<file path="config.mk">
export PLATFORM = sky130hd
export DESIGN_NAME = microsequencer
export DESIGN_NICKNAME = d
export VERILOG_FILES = /design/src/rtl/microsequencer_pkg.sv /design/src/rtl/microsequencer_opcode_encoder.sv /design/src/rtl/microsequencer.sv
export SDC_FILE = /design/constraint.sdc
export NUM_CORES = 1
export LEC_CHECK = 0
export ABC_CLOCK_PERIOD_IN_PS = 2460
export BUFFER_PORTS_ARGS = -buffer_cell sky130_fd_sc_hd__buf_2
export CAP_MARGIN = 10
export CORE_MARGIN = 2
export CORE_UTILIZATION = 45
export CTS_CLUSTER_DIAMETER = 30
export DETAILED_ROUTE_END_ITERATION = 10
export GPL_TIMING_DRIVEN = 1
export PLACE_DENSITY = 0.76
export RECOVER_POWER = 50
export SYNTH_ARGS = -nofsm -noshare
export SYNTH_HDL_FRONTEND = slang
export SYNTH_SLANG_ARGS = --single-unit
</file>
<file path="constraint.sdc">
create_clock -name clk -period 2.46 [get_ports clk]
set_input_delay 0.246 -clock clk [delete_from_list [all_inputs] [get_ports clk]]
set_output_delay 0.246 -clock clk [all_outputs]
set_load 0.01 [all_outputs]
</file>
<file path="src/rtl/microsequencer_pkg.sv">
// ---------------------------------------------------------------------------
// microseq_pkg
// Shared definitions for the microsequencer: next-state mode and condition
// select encodings, the default state width, and the opcode -> microstore
// entry table used by opcode_encoder.
// No ports (package).
// ---------------------------------------------------------------------------
package microseq_pkg;

    localparam int STATE_W_DEF = 7;

    // Next-state mode field of the microword
    typedef enum logic [2:0] {
        DECODE    = 3'd0,
        RESTART   = 3'd1,
        JUMP      = 3'd2,
        INCR      = 3'd3,
        BR_INCR   = 3'd4,
        BR_DECODE = 3'd5,
        WAIT_MOC  = 3'd6,
        HALT      = 3'd7
    } ns_mode_e;

    // Condition select field of the microword
    typedef enum logic [1:0] {
        COND_ZERO  = 2'd0,
        COND_NEG   = 2'd1,
        COND_CARRY = 2'd2,
        COND_TRUE  = 2'd3
    } cond_sel_e;

    // Decoded opcodes
    localparam logic [5:0] OP_00 = 6'h00;
    localparam logic [5:0] OP_08 = 6'h08;
    localparam logic [5:0] OP_0F = 6'h0F;
    localparam logic [5:0] OP_23 = 6'h23;
    localparam logic [5:0] OP_2B = 6'h2B;
    localparam logic [5:0] OP_04 = 6'h04;
    localparam logic [5:0] OP_02 = 6'h02;

    // Opcode -> microstore entry. Returns -1 for opcodes with no routine;
    // the encoder maps those to the reset state.
    function automatic int op_target(input logic [5:0] op);
        case (op)
            OP_00:   return 2;
            OP_08:   return 3;
            OP_0F:   return 4;
            OP_23:   return 7;
            OP_2B:   return 13;
            OP_04:   return 11;
            OP_02:   return 6;
            default: return -1;
        endcase
    endfunction

endpackage

</file>
<file path="src/rtl/microsequencer_opcode_encoder.sv">
// ---------------------------------------------------------------------------
// opcode_encoder
// Combinational map from the IR opcode to the first microstore state of the
// matching routine. Unmapped opcodes go to RESET_STATE.
// Ports:
//   i_opcode  in  6        instruction opcode
//   o_target  out STATE_W  decoded microstore state
// ---------------------------------------------------------------------------
module opcode_encoder
    import microseq_pkg::*;
#(
    parameter int STATE_W     = STATE_W_DEF,
    parameter int RESET_STATE = 0
) (
    input  logic [5:0]         i_opcode,
    output logic [STATE_W-1:0] o_target
);

    int w_tgt;

    always_comb begin
        w_tgt = op_target(i_opcode);
        if (w_tgt < 0) begin
            o_target = STATE_W'(RESET_STATE);
        end else begin
            o_target = STATE_W'(w_tgt);
        end
    end

endmodule

</file>
<file path="src/rtl/microsequencer.sv">
// ---------------------------------------------------------------------------
// microsequencer
// Next-state controller of the microprogrammed control unit. Holds the
// current microstore address and picks the next one each cycle from the
// microword (mode, condition select/invert, literal target), the opcode
// decode, the ALU flags and memory-operation-complete.
//
// Optional feature: define MICROSEQUENCER_MOC_TIMEOUT_EN to add a wait
// counter on WAIT_MOC that jumps to EXC_STATE and sets mem_timeout after
// TIMEOUT_CYCLES cycles without moc. Undefined: WAIT_MOC holds forever and
// mem_timeout is tied 0.
//
// Ports:
//   clk          in   1        clock, rising edge
//   reset        in   1        synchronous reset, active low
//   ns_mode      in   3        next-state mode field
//   cond_sel     in   2        0=zero 1=negative 2=carry 3=cond_true
//   cond_inv     in   1        invert selected condition
//   cr           in   STATE_W  literal target state
//   opcode       in   6        IR opcode
//   zero, negative, carry in 1 ALU flags
//   cond_true    in   1        branch-condition tester result
//   moc          in   1        memory operation complete
//   state        out  STATE_W  current state (microstore address)
//   halted       out  1        sticky halt flag
//   mem_timeout  out  1        sticky MOC timeout flag
// ---------------------------------------------------------------------------
module microsequencer
    import microseq_pkg::*;
#(
    parameter int STATE_W        = STATE_W_DEF,
    parameter int RESET_STATE    = 0,
    parameter int FETCH_STATE    = 1,
    parameter int MAX_STATE      = 16,
    parameter int TIMEOUT_CYCLES = 16,
    parameter int EXC_STATE      = 0
) (
    input  logic               clk,
    input  logic               reset,
    input  logic [2:0]         ns_mode,
    input  logic [1:0]         cond_sel,
    input  logic               cond_inv,
    input  logic [STATE_W-1:0] cr,
    input  logic [5:0]         opcode,
    input  logic               zero,
    input  logic               negative,
    input  logic               carry,
    input  logic               cond_true,
    input  logic               moc,
    output logic [STATE_W-1:0] state,
    output logic               halted,
    output logic               mem_timeout
);

    localparam logic [STATE_W-1:0] RST_S   = STATE_W'(RESET_STATE);
    localparam logic [STATE_W-1:0] FETCH_S = STATE_W'(FETCH_STATE);
    localparam logic [STATE_W-1:0] MAX_S   = STATE_W'(MAX_STATE);

    logic [STATE_W-1:0] r_state;
    logic               r_halted;
    logic [STATE_W-1:0] w_state_nxt;
    logic               w_halted_nxt;
    logic [STATE_W-1:0] w_enc_state;
    logic [STATE_W-1:0] w_incr;
    logic               w_cond;
    logic               w_flag;

`ifdef MICROSEQUENCER_MOC_TIMEOUT_EN
    localparam int CNT_W = $clog2(TIMEOUT_CYCLES + 1);
    localparam logic [CNT_W-1:0] CNT_LIM = CNT_W'(TIMEOUT_CYCLES);
    localparam logic [STATE_W-1:0] EXC_S = STATE_W'(EXC_STATE);

    logic [CNT_W-1:0] r_wait_cnt;
    logic [CNT_W-1:0] w_cnt_nxt;
    logic             r_mem_timeout;
    logic             w_timeout_nxt;
`else
    // Timeout parameters have no function without the feature.
    logic w_unused_cfg;
    assign w_unused_cfg = ^{TIMEOUT_CYCLES[0], EXC_STATE[0]};
`endif

    opcode_encoder #(
        .STATE_W    (STATE_W),
        .RESET_STATE(RESET_STATE)
    ) u_encoder (
        .i_opcode(opcode),
        .o_target(w_enc_state)
    );

    // Natural STATE_W-bit wrap gives 127 -> 0.
    assign w_incr = r_state + 1'b1;

    always_comb begin
        w_flag = zero;
        case (cond_sel_e'(cond_sel))
            COND_ZERO:  w_flag = zero;
            COND_NEG:   w_flag = negative;
            COND_CARRY: w_flag = carry;
            COND_TRUE:  w_flag = cond_true;
            default:    w_flag = zero;
        endcase
        w_cond = w_flag ^ cond_inv;
    end

    always_comb begin
        w_state_nxt  = r_state;
        w_halted_nxt = r_halted;
`ifdef MICROSEQUENCER_MOC_TIMEOUT_EN
        w_cnt_nxt     = '0;
        w_timeout_nxt = r_mem_timeout;
`endif
        if (r_halted) begin
            // Frozen until reset; every input is ignored.
            w_state_nxt = r_state;
        end else if (r_state > MAX_S) begin
            // Unprogrammed addresses fall back the same way the microstore
            // decodes them.
            w_state_nxt = RST_S;
        end else begin
            case (ns_mode_e'(ns_mode))
                DECODE:    w_state_nxt = w_enc_state;
                RESTART:   w_state_nxt = FETCH_S;
                JUMP:      w_state_nxt = cr;
                INCR:      w_state_nxt = w_incr;
                BR_INCR:   w_state_nxt = w_cond ? cr : w_incr;
                BR_DECODE: w_state_nxt = w_cond ? cr : w_enc_state;
                WAIT_MOC: begin
                    if (moc) begin
                        // moc beats a simultaneous timeout
                        w_state_nxt = w_incr;
`ifdef MICROSEQUENCER_MOC_TIMEOUT_EN
                    end else if (r_wait_cnt == CNT_LIM) begin
                        w_state_nxt   = EXC_S;
                        w_timeout_nxt = 1'b1;
                    end else begin
                        w_state_nxt = r_state;
                        w_cnt_nxt   = r_wait_cnt + 1'b1;
`else
                    end else begin
                        w_state_nxt = r_state;
`endif
                    end
                end
                HALT: begin
                    w_state_nxt  = r_state;
                    w_halted_nxt = 1'b1;
                end
                default: w_state_nxt = r_state;
            endcase
        end
    end

    always_ff @(posedge clk) begin
        if (!reset) begin
            r_state  <= RST_S;
            r_halted <= 1'b0;
`ifdef MICROSEQUENCER_MOC_TIMEOUT_EN
            r_wait_cnt    <= '0;
            r_mem_timeout <= 1'b0;
`endif
        end else begin
            r_state  <= w_state_nxt;
            r_halted <= w_halted_nxt;
`ifdef MICROSEQUENCER_MOC_TIMEOUT_EN
            r_wait_cnt    <= w_cnt_nxt;
            r_mem_timeout <= w_timeout_nxt;
`endif
        end
    end

    assign state  = r_state;
    assign halted = r_halted;
`ifdef MICROSEQUENCER_MOC_TIMEOUT_EN
    assign mem_timeout = r_mem_timeout;
`else
    assign mem_timeout = 1'b0;
`endif

endmodule

</file>
# Word-level counts from Yosys, hierarchy flattened
# Cells that the tools add are included.
[op_classes] eq_ne=18 n_bitwise=2 reduce_logical=4 shift=0 n_mul=0 n_lt_le_gt_ge=2 add_sub_neg=1 mux=11 n_div=0
[ops] operator="$pmux 32 s7" count=1
[ops] operator="$pmux 7 s7" count=1
[ops] operator="$mux 7" count=5
[ops] operator="$lt 32x1->1 const B" count=1
[ops] operator="$eq 3x3->1 const B" count=4
[ops] operator="$eq 6x4->1 const B" count=2
[ops] operator="$eq 6x6->1 const B" count=2
[ops] operator="$add 7x1->7 const B" count=1
[ops] operator="$gt 7x5->1 const B" count=1
[ops] operator="$eq 3x2->1 const B" count=2
[ops] operator="$eq 6x2->1 const B" count=1
[ops] operator="$eq 6x3->1 const B" count=1
[ops] operator="$logic_not 6->1" count=1
[ops] operator="$eq 2x2->1 const B" count=2
[ops] operator="$pmux 1 s4" count=1
[ops] operator="$eq 3x1->1 const B" count=1
[ops] operator="$logic_not 3->1" count=1
[ops] operator="$mux 1" count=3
[ops] operator="$ne 3x3->1 const B" count=1
[ops] operator="$reduce_and 3->1" count=1
[ops] operator="$eq 2x1->1 const B" count=1
[ops] operator="$logic_not 2->1" count=1
[ops] operator="$ne 2x2->1 const B" count=1
[ops] operator="$not 1->1" count=1
[ops] operator="$xor 1x1->1" count=1
[word_totals] word_cells=40 ff_bits=8 latchBits=0 ram_bits=0 rom_bits=0 memories=0 output_inout_bits=9 inputBits=26

# Depth between registers and ports, before layout
# Gate-level depths: netlist of run 1.
[depth] ltp_word=7 mapped_depth=7 depth_no_buf=7

# Hierarchy
# Synthesis of run 1 repeated with hierarchy kept, for this count alone.
[hier_totals] cells_unflattened=118 hier_area_um2=988.4
[by_module_without_submodules] module="microsequencer" area_each_um2=842.1 n_inst=1 cells_per_inst=97 seq_area_each_um2=160.2
[by_module_without_submodules] module="opcode_encoder" area_each_um2=146.4 n_inst=1 cells_per_inst=21 seq_area_each_um2=0.0

# Worst setup path before layout of run 1
# No wires, ideal clock.
[synth_path] path_type="flip-flop to flip-flop" start="register r_state[0], in the netlist state[0]" end="register r_state[3], in the netlist state[3]" path_buffers=0 t_arrival_ps=1710 stages_incl_launch_ff=8 required_ps=2401 path_slack_ps=690 path_cell_list="dfxtp_1 inv_1 ha_1 or3b_1 a21oi_2 o2111ai_1 nor2_1 a221o_1"
[synth_between] elab_chain_len=4
[synth_lines] item="from (decl)" line="microsequencer.sv:59" source="logic [STATE_W-1:0] r_state;"
[synth_lines] item="from (signal assigned)" line="microsequencer.sv:163" source="r_state <= w_state_nxt;"
[synth_lines] item="$add 7x1->7" line="microsequencer.sv:92" source="assign w_incr = r_state + 1'b1;"
[synth_lines] item="$mux 7, on equally long branches" line="microsequencer.sv:129, microsequencer.sv:126"
[synth_lines] item="$pmux 7 s7" line="microsequencer.sv:121" source="case (ns_mode_e'(ns_mode))"
[synth_lines] item="$mux 7" line="microsequencer.sv:116" source="end else if (r_state > MAX_S) begin"
# Several ways; a longest one is shown, not always the timed one. The select of a mux whose other input is x is not followed.
# A chain may end at the register's enable or synchronous reset.

# Final worst setup path of run 1
[layout_path] start="register r_state[0], in the netlist state[0]" end="register r_state[2], in the netlist state[2]"
# Same word-level chain as after synthesis.

==> results of run 1 <==
Yosys cell counts, types with 2 or more instances:
cell type | instances | area, um^2
a21oi_1 | 7 | 35.0
a221o_1 | 2 | 20.0
a2bb2oi_1 | 2 | 17.5
a32o_1 | 2 | 20.0
clkbuf_1 | 5 | 18.8
dfxtp_1 | 8 | 160
ha_1 | 2 | 25.0
inv_1 | 6 | 22.5
nand2_1 | 10 | 37.5
nand2b_1 | 2 | 12.5
nand3_1 | 3 | 15.0
nor2_1 | 4 | 15.0
nor2b_1 | 3 | 18.8
nor3_1 | 6 | 30.0
nor4_1 | 2 | 12.5
o21a_1 | 2 | 15.0
o21ai_0 | 3 | 15.0
o221ai_1 | 2 | 17.5
o2bb2ai_1 | 7 | 61.3
o31ai_1 | 2 | 15.0
or2_2 | 2 | 12.5
or3_1 | 2 | 12.5
xnor2_1 | 2 | 17.5
layout make-up:
type                       instances  area share (%)
tap                               25            2.99
inverter                           6            2.15
timing repair buffer              33            14.8
multi-input combinational         90            62.6
sequential                         8            15.3
clock buffer                       3            2.15
registers in the layout, indices dropped and copies added (netlist names):
signal / count
state: 7
halted: 1
final timing paths:
path	start	end	slack, ns	cells past startpoint
max reg2reg	state[0]$_SDFFE_PN0P_	state[2]$_SDFFE_PN0P_	0.42	7
min	reset	halted$_SDFF_PN0_	0.29	2
max	state[0]$_SDFFE_PN0P_	state[2]$_SDFFE_PN0P_	0.42	7
min reg2reg	state[1]$_SDFFE_PN0P_	state[1]$_SDFFE_PN0P_	0.53	2
report_power, final:
part	total, W	internal [W]	leakage, nW	switching (W)
combinational	0.000153	0.0000673	0.322	0.0000859
clock	0.000101	0.0000558	0.0138	0.0000451
sequential	0.000150	0.000138	0.0652	0.0000127
total	0.000405	0.000261	0.401	0.000144
routing by layer:
layer | up-vias | share of wire (%) | wire length [um]
li1 | 484 | - | -
met1 | 468 | 44 | 1100
met2 | 36 | 49 | 1220
met3 | 3 | 5.6 | 140
met4 | 0 | 0.93 | 23
met5 | - | 0 | 0
through the flow:
stage / utilization (%) / total power [W] / instance area (um^2) / hold WS (ns)
after floorplan: - / 0.000250 / 865 / 0.374
after global placement: 58.7 / 0.000299 / 1030 / 0.511
after detailed placement: 58.7 / 0.000305 / 1030 / 0.523
after CTS: 59.9 / 0.000405 / 1060 / 0.286
after global routing: 59.4 / 0.000432 / 1050 / 0.290
final: 59.4 / 0.000405 / 1050 / 0.291
kinds of logic (layout without fill, tap and decap cells):
family | after synthesis | count (layout) | share of synthesized area (%)
flops | 8 | 8 | 18.5
simple gates | 42 | 42 | 26.3
buf+inv | 12 | 42 | 5.64
mux | 2 | 2 | 3.76
compound gates | 38 | 38 | 35.0
xor+xnor | 4 | 4 | 6.22
fa+ha+maj | 3 | 3 | 4.05
other cells | 1 | 1 | 0.434
==> out/qor_table.md, run 1 <==
| Quantity | Reported |
|:---|:---|
| GRT busiest layer | met2 |
| Global-route wire length before repair | 3760 um |
| Total of fill cells in the finished design | 196 |
| Ratio of final minimum period to clock period | 82.8% |
| Routed len/inst | 15.0 um |
| Worst-Skew Late Latency | 0.26 ns |
| Final net count | 170 |
| Signed area change from the synthesized netlist to the final layout | 21.1% |
| Floorplan row count | 15 |
| Overall routed net length | 2480 um |
| Average instance area after synthesis | 7.86 um^2 |
| Outcome | complete, no violations |
| Final period demand of the worst path | 2.04 ns |
| Worst-path clk slew | 0.05 ns |
| Post-Syn Instances | 110 |
| Floorplan die area | 2290 um^2 |
| Required time of the worst setup path | 2.66 ns |
| Overall fraction of global-route tracks in use | 23.4% |
| WP data arrival | 2.24 ns |
| Global routing met2 resource utilization | 40.3% |
| Total power divided by cell area | 386 nW/um^2 |
| CTS H-Tree Depth | 1 |
| Delay of the slowest cell on the worst path | 0.39 ns |
| DR vias | 991 |
| Count of hold buffers inserted by post-cts repair | 0 |
| Antenna Nets Post-Route | 0 |
| Max-slew violation total from the final report | 0 |
| Post-CTS Repair Setup Buffers | 0 |
| Ys Warns | 0 |
| Total core area | 1760 um^2 |
| Number of DRC violations after detailed-routing iteration 0 | 32 |
| Worst-case vdd ir drop | 0.178 mV |
| Asr flop ratio synth | 0% |
| Leakage power total | 0.401 nW |
| Total CTS buffers | 3 |
| Instance count after placement with tap cells included | 162 |
| Clock net sink count | 8 |
| Vias/cell | 6.01 |
| Endpoint kind of the worst setup timing path | register |
| Synth Flop Type | dfxtp_1 |
| Classification of the worst-slack hold path | primary input to register |
| Remaining global-route overflow | 0 |
| Area used by sequential logic in the layout | 160 um^2 |
| Height of the chip | 47.8 um |
| Worst setup path category | register to register |
| Pin count of the biggest net entering global routing | 15 |
| Final worst slack | 0.423 ns |
| Most common library cell in the layout ignoring fill and taps | buf_2 |
| Number of distinct library cell variants in the gate-level netlist after synthesis | 47 |
| Chip Width | 47.8 um |
| Max Clock Freq | 0.491 GHz |
| Critical path cell sequence | inv_1, ha_1, or3b_1, a21oi_2, o2111ai_1, nor2_1, a221o_1 |
| Clock Tree Root | clkbuf_4 |
| Setup clock skew after layout | 0.00641 ns |
| Critical path peak fanout | 6 |
| Number of endpoints with negative hold slack in the final report | 0 |
| Max clock buf depth | 2 |
| Worst slack, placed | 0.419 ns |
| Hpwl dp | 1960 um |
| Number of nets in the synthesized netlist | 138 |
| Part of the Yosys area used for sequential elements | 18.5% |
| Initial antenna violation count | 0 |
| Commonest cells after routing, fill and taps aside | 25 x buf_2, 10 x nand2_1, 8 x dfxtp_1, 8 x clkbuf_1 |
| Number of setup violations in the final report | 0 |
| Diodes inserted | 0 |
| DRC violations left | 0 |
| Unrepaired setup endpoints after global routing | false |
| Area occupied by multi-input gates | 656 um^2 |
| I/O Pins | 35 |
| Register bit count reported by yosys | 8 |
| CTS tree | yes |
| Post-cts repair resize count | 0 |
| Share of final-layout standard cells stronger than drive strength 1 | 25.7% |
| Total of buffers placed on input and output ports | 33 |
| Worst path top cell family by delay | simple AND/OR/NAND/NOR gates |
| Post-layout instance count excluding filler cells | 165 |
| Vias in the first global route | 848 |
| Synthesized area | 865 um^2 |
| Detailed Routing Iterations Pass 1 | 4 |
| CP Buf/Inv Count | 1 |
| Sort of element at the start of the critical path | register |
| Met1 track demand over resource in global routing | 30.8% |
| Critical-path cell with the highest stage delay | or3b_1 |
| Starting density of the core | 49.0% |
| Setup TNS | 0 ns |
| Reported max-cap violation count | 0 |
| Final weighted congestion in routability-driven placement | 0.849 |
| GR Util met3 | 1.13% |
| Post-synth EDFFs | 0 |
Power figures use the tool's default switching activity.
==> run 2: changes to the inputs <==
Settings changed: ABC_CLOCK_PERIOD_IN_PS 2460 to 2100.
Clock period 2.46 ns to 2.1 ns, I/O delays scaled along.
==> run 2 against run 1 <==
Compared with the run above: hold slack worse by 0.034 ns; sequential share of layout area down 0.18 points; fmax increased by 3.0%; cell count increased by 1.2%; total power is 18% higher; non-clock buffer count grew 2; core utilization grew 0.71 points; die area is the same; clock-buffer cell count did not move; clock power is 15% higher.
==> out/qor_table.md, run 2 (synthesis gave the netlist of run 1 again) <==
| Quantity | Reported |
|:---|:---|
| Total power divided by cell area | 449 nW/um^2 |
| Floorplan row count | 15 |
| Worst slack, placed | 0.151 ns |
| DR vias | 992 |
| Clock Tree Root | clkbuf_4 |
| Worst-case vdd ir drop | 0.212 mV |
| Signed area change from the synthesized netlist to the final layout | 22.6% |
| Final period demand of the worst path | 1.98 ns |
| Max Clock Freq | 0.506 GHz |
| Final weighted congestion in routability-driven placement | 0.896 |
| Delay of the slowest cell on the worst path | 0.41 ns |
| Max clock buf depth | 2 |
| Chip Width | 47.8 um |
| Instance area after placement | 1050 um^2 |
| Total CTS buffers | 3 |
| Most common library cell in the layout ignoring fill and taps | buf_2 |
| Initial antenna violation count | 0 |
| Count of hold buffers inserted by post-cts repair | 0 |
| Overall routed net length | 2340 um |
| Critical path cell sequence | inv_1, ha_1, or3b_1, a21oi_2, o2111ai_1, nor4_1, a221o_1 |
| Leakage power total | 0.411 nW |
| Setup TNS | 0 ns |
| Length in cells of the worst reg-to-reg path | 7 |
| Classification of the worst-slack hold path | primary input to register |
| Reported max-cap violation count | 0 |
| Pin count of the biggest net entering global routing | 15 |
| Routed len/inst | 14.0 um |
| CTS H-Tree Depth | 1 |
| Hpwl dp | 1880 um |
| Starting density of the core | 49.0% |
| Worst-path clk slew | 0.05 ns |
| Max-slew violation total from the final report | 0 |
| DRC violations left | 0 |
| CTS tree | yes |
| Total of buffers placed on input and output ports | 33 |
| Final design instance area without fill | 1060 um^2 |
| Ratio of final minimum period to clock period | 94.1% |
| Vias/cell | 5.94 |
| Floorplan die area | 2290 um^2 |
| Number of setup violations in the final report | 0 |
| Clock net sink count | 8 |
| Post-cts repair resize count | 0 |
| Cell depth of the worst hold path | 3 |
| Total core area | 1760 um^2 |
| Vias in the first global route | 877 |
| Detailed Routing Iterations Pass 1 | 4 |
| Commonest cells after routing, fill and taps aside | 26 x buf_2, 10 x nand2_1, 8 x dfxtp_1, 8 x clkbuf_1 |
| Required time of the worst setup path | 2.30 ns |
| Outcome | complete, no violations |
| Area occupied by multi-input gates | 656 um^2 |
| Share of final-layout standard cells stronger than drive strength 1 | 26.8% |
| Remaining global-route overflow | 0 |
| Global-route wire length before repair | 3680 um |
| Antenna Nets Post-Route | 0 |
| Diodes inserted | 0 |
| Number of DRC violations after detailed-routing iteration 0 | 60 |
| Sort of element at the start of the critical path | register |
| Critical path peak fanout | 5 |
| Height of the chip | 47.8 um |
| Final worst slack | 0.123 ns |
| Final net count | 172 |
| Worst-Skew Late Latency | 0.26 ns |
| Minimum hold slack | 0.258 ns |
| Unrepaired setup endpoints after global routing | false |
| Largest register FFs | 7 |
| WP data arrival | 2.18 ns |
| Worst setup path category | register to register |
| I/O Pins | 35 |
| Setup clock skew after layout | 0.00343 ns |
| Area used by sequential logic in the layout | 160 um^2 |
| Endpoint kind of the worst setup timing path | register |
| Post-CTS Repair Setup Buffers | 0 |
| Number of endpoints with negative hold slack in the final report | 0 |
| Overall fraction of global-route tracks in use | 23.0% |
| Total of fill cells in the finished design | 194 |
| Critical-path cell with the highest stage delay | nor4_1 |
| Post-Route Utilization | 60.1% |
==> run 2: power by group <==
| part | switching (W) | internal (W) | leakage [nW] | total (W) |
|---|---|---|---|---|
| Sequential | 0.0000113 | 0.000161 | 0.0652 | 0.000173 |
| Combinational | 0.000103 | 0.0000830 | 0.332 | 0.000186 |
| Clock | 0.0000512 | 0.0000653 | 0.0138 | 0.000116 |
==> run 2: routing by layer <==
layer	wire length, um	track usage (%)	vias to the layer above
li1	-	-	490
met1	1020	28.6	447
met2	1100	39.5	48
met3	166	1.13	7
met4	57	12.4	0
met5	0	0	-
==> run 2: critical path: cells and delay by family, from the launching register on <==
| family | cells | cell delay, ns |
|---|---|---|
| AO/OA/AOI/OAI | 3 | 0.60 |
| adder cells (fa/ha/maj) | 1 | 0.12 |
| buffers and inverters | 1 | 0.07 |
| AND/OR/NAND/NOR | 2 | 0.79 |
| flip-flops | 1 | 0.34 |
==> run 2: cell type report <==
class,count,share of cell area (%)
multi-input combinational,90,61.9
tap,25,2.95
inverter,6,2.13
clock buffer,3,2.13
timing repair buffer,35,15.8
sequential,8,15.1
==> run 2: final timing paths <==
check	startpoint	endpoint	slack, ns
setup / recovery	state[1]$_SDFFE_PN0P_	state[2]$_SDFFE_PN0P_	0.12
setup reg to reg	state[1]$_SDFFE_PN0P_	state[2]$_SDFFE_PN0P_	0.12
hold / removal	reset	state[4]$_SDFFE_PN0P_	0.26
hold reg to reg	state[6]$_SDFFE_PN0P_	state[6]$_SDFFE_PN0P_	0.55
==> run 2: stage by stage <==
stage,total power [W],std cells
after floorplan,0.000293,110
after global placement,0.000358,164
after detailed placement,0.000362,164
after CTS,0.000477,167
after global routing,0.000504,167
final,0.000476,167
==> run 3: changes to the inputs <==
Settings changed: CELL_PAD_IN_SITES_DETAIL_PLACEMENT from default to 0, CELL_PAD_IN_SITES_GLOBAL_PLACEMENT from default to 1, CORE_UTILIZATION 45 to 30, PLACE_DENSITY 0.76 to 0.73.
==> run 3 against run 2 <==
Compared with the run above: critical path depth did not move; flip-flop and latch count did not move; register-to-register slack improved by 0.11 ns; combinational power rose by 2%; total power rose by 1.4%; final area rose by 2.1%; non-clock buffer count rose by 2; sequential share of layout area fell by 0.31 points; cell count rose by 4.8%; clock skew rose by 0.0017 ns; largest cell class unchanged.
==> out/qor_table.md, run 3 (synthesis gave the netlist of run 1 again) <==
| Quantity | Reported |
|:---|:---|
| Hold path startpoint | reset |
| Signed area change from the synthesized netlist to the final layout | 25.2% |
| Initial antenna violation count | 0 |
| Vias in the first global route | 905 |
| I/O Pins | 35 |
| Number of setup violations in the final report | 0 |
| Final weighted congestion in routability-driven placement | 0.776 |
| Setup TNS | 0 ns |
| Max Clock Freq | 0.536 GHz |
| Floorplan row count | 19 |
| Post-CTS Repair Setup Buffers | 0 |
| Total of fill cells in the finished design | 308 |
| Transition time at the pin with the least slew margin | 0.499 ns |
| Most common library cell in the layout ignoring fill and taps | buf_2 |
| Leakage power total | 0.421 nW |
| CP startpoint | state[0]$_SDFFE_PN0P_ |
| Starting density of the core | 31.4% |
| Total power divided by cell area | 446 nW/um^2 |
| DR vias | 982 |
| Largest register FFs | 7 |
| Final design instance area without fill | 1080 um^2 |
| WP data arrival | 2.08 ns |
| Overall fraction of global-route tracks in use | 14.8% |
| Wire length on met2 | 1110 um |
| Ratio of final minimum period to clock period | 88.9% |
| Sort of element at the start of the critical path | register |
| Clock net sink count | 8 |
| Unrepaired setup endpoints after global routing | false |
| CTS tree | yes |
| Instance area after placement | 1070 um^2 |
| Overall routed net length | 2410 um |
| Worst slew margin | 66.5% |
| Critical path peak fanout | 4 |
| Critical path capture point | state[2]$_SDFFE_PN0P_ |
| Global-route wire length before repair | 3840 um |
| Outcome | complete, no violations |
| Source of the worst register-to-register timing path | state[0]$_SDFFE_PN0P_ |
| Met1 layer wirelength in the final routing | 1070 um |
| Pin count of the biggest net entering global routing | 15 |
| Worst-case vdd ir drop | 0.215 mV |
| Commonest cells after routing, fill and taps aside | 26 x buf_2, 10 x nand2_1, 8 x dfxtp_1, 8 x clkbuf_1 |
| Met3 routed wirelength | 175 um |
| Routed len/inst | 13.8 um |
| Final period demand of the worst path | 1.87 ns |
| Max-slew violation total from the final report | 0 |
| CTS H-Tree Depth | 1 |
| Total of buffers placed on input and output ports | 33 |
| Detailed Routing Iterations Pass 1 | 4 |
| Number of DRC violations after detailed-routing iteration 0 | 31 |
| Share of final-layout standard cells stronger than drive strength 1 | 27.8% |
| Length in cells of the worst reg-to-reg path | 7 |
| Minimum hold slack | 0.253 ns |
| Final net count | 174 |
| Antenna Nets Post-Route | 0 |
| Worst-Skew Late Latency | 0.26 ns |
| Remaining global-route overflow | 0 |
| Total CTS buffers | 3 |
| Vias/cell | 5.61 |
| Chip Width | 57.7 um |
| Reported max-cap violation count | 0 |
| Setup clock skew after layout | 0.00514 ns |
| Worst-path clk slew | 0.05 ns |
| Hpwl dp | 1940 um |
| Setup slack of the most critical reg-to-reg path | 0.23 ns |
| Floorplan die area | 3330 um^2 |
| Clock Tree Root | clkbuf_4 |
| Count of hold buffers inserted by post-cts repair | 0 |
| Max clock buf depth | 2 |
| Reg2Reg Capture Point | state[2]$_SDFFE_PN0P_ |
| Worst setup path category | register to register |
| Height of the chip | 57.7 um |
| Top Layer Used | met4 |
| Diodes inserted | 0 |
| Total core area | 2760 um^2 |
| Number of endpoints with negative hold slack in the final report | 0 |
| Post-cts repair resize count | 0 |
| Endpoint kind of the worst setup timing path | register |
| Required time of the worst setup path | 2.31 ns |
| Classification of the worst-slack hold path | primary input to register |
| DRC violations left | 0 |
[run 3: power by group]
part | switching (W) | internal [W] | total, W | leakage [nW]
Clock | 0.0000556 | 0.0000656 | 0.000121 | 0.0138
Sequential | 0.00000970 | 0.000161 | 0.000171 | 0.0652
Combinational | 0.000103 | 0.0000868 | 0.000190 | 0.342
[run 3: area by class of cell]
cell class | count | area, um^2 | share of cell area [%]
clock buffer | 3 | 22.5 | 2.08
inverter | 6 | 22.5 | 2.08
multi-input combinational | 90 | 656 | 60.6
sequential | 8 | 160 | 14.8
tap | 31 | 38.8 | 3.58
timing repair buffer | 37 | 183 | 16.9
[run 3: metrics by stage]
| step | instances | setup WS (ns) | utilization, % | total power (W) |
|---|---|---|---|---|
| after floorplan | 110 | 0.330 | - | 0.000293 |
| after global placement | 172 | 0.127 | 38.9 | 0.000366 |
| after detailed placement | 172 | 0.125 | 38.9 | 0.000368 |
| after CTS | 175 | 0.247 | 39.7 | 0.000488 |
| after global routing | 175 | 0.113 | 39.2 | 0.000514 |
| final | 175 | 0.233 | 39.2 | 0.000482 |
[run 3: critical path, cell delays in order, from the launching register on]
cell,delay (ns)
dfxtp_1,0.31
inv_1,0.05
ha_1,0.13
or3b_1,0.38
a21oi_2,0.20
o2111ai_1,0.21
nor4_1,0.38
a221o_1,0.15
[run 3: worst min path at each step]
| stage | to | slack [ns] | cells after the start |
|---|---|---|---|
| after floorplan | halted$_SDFF_PN0_ | 0.34 | 1 |
| after global placement | halted$_SDFF_PN0_ | 0.52 | 2 |
| after detailed placement | state[4]$_SDFFE_PN0P_ | 0.52 | 3 |
| after CTS | state[4]$_SDFFE_PN0P_ | 0.25 | 3 |
| after global routing | state[4]$_SDFFE_PN0P_ | 0.26 | 3 |
| final | state[4]$_SDFFE_PN0P_ | 0.25 | 3 |
[run 3: metal layers]
metal,GRT usage (%),vias up
met5,0,-
met4,7.97,0
met3,2.46,5
met2,24.4,36
met1,18.4,453
li1,-,488
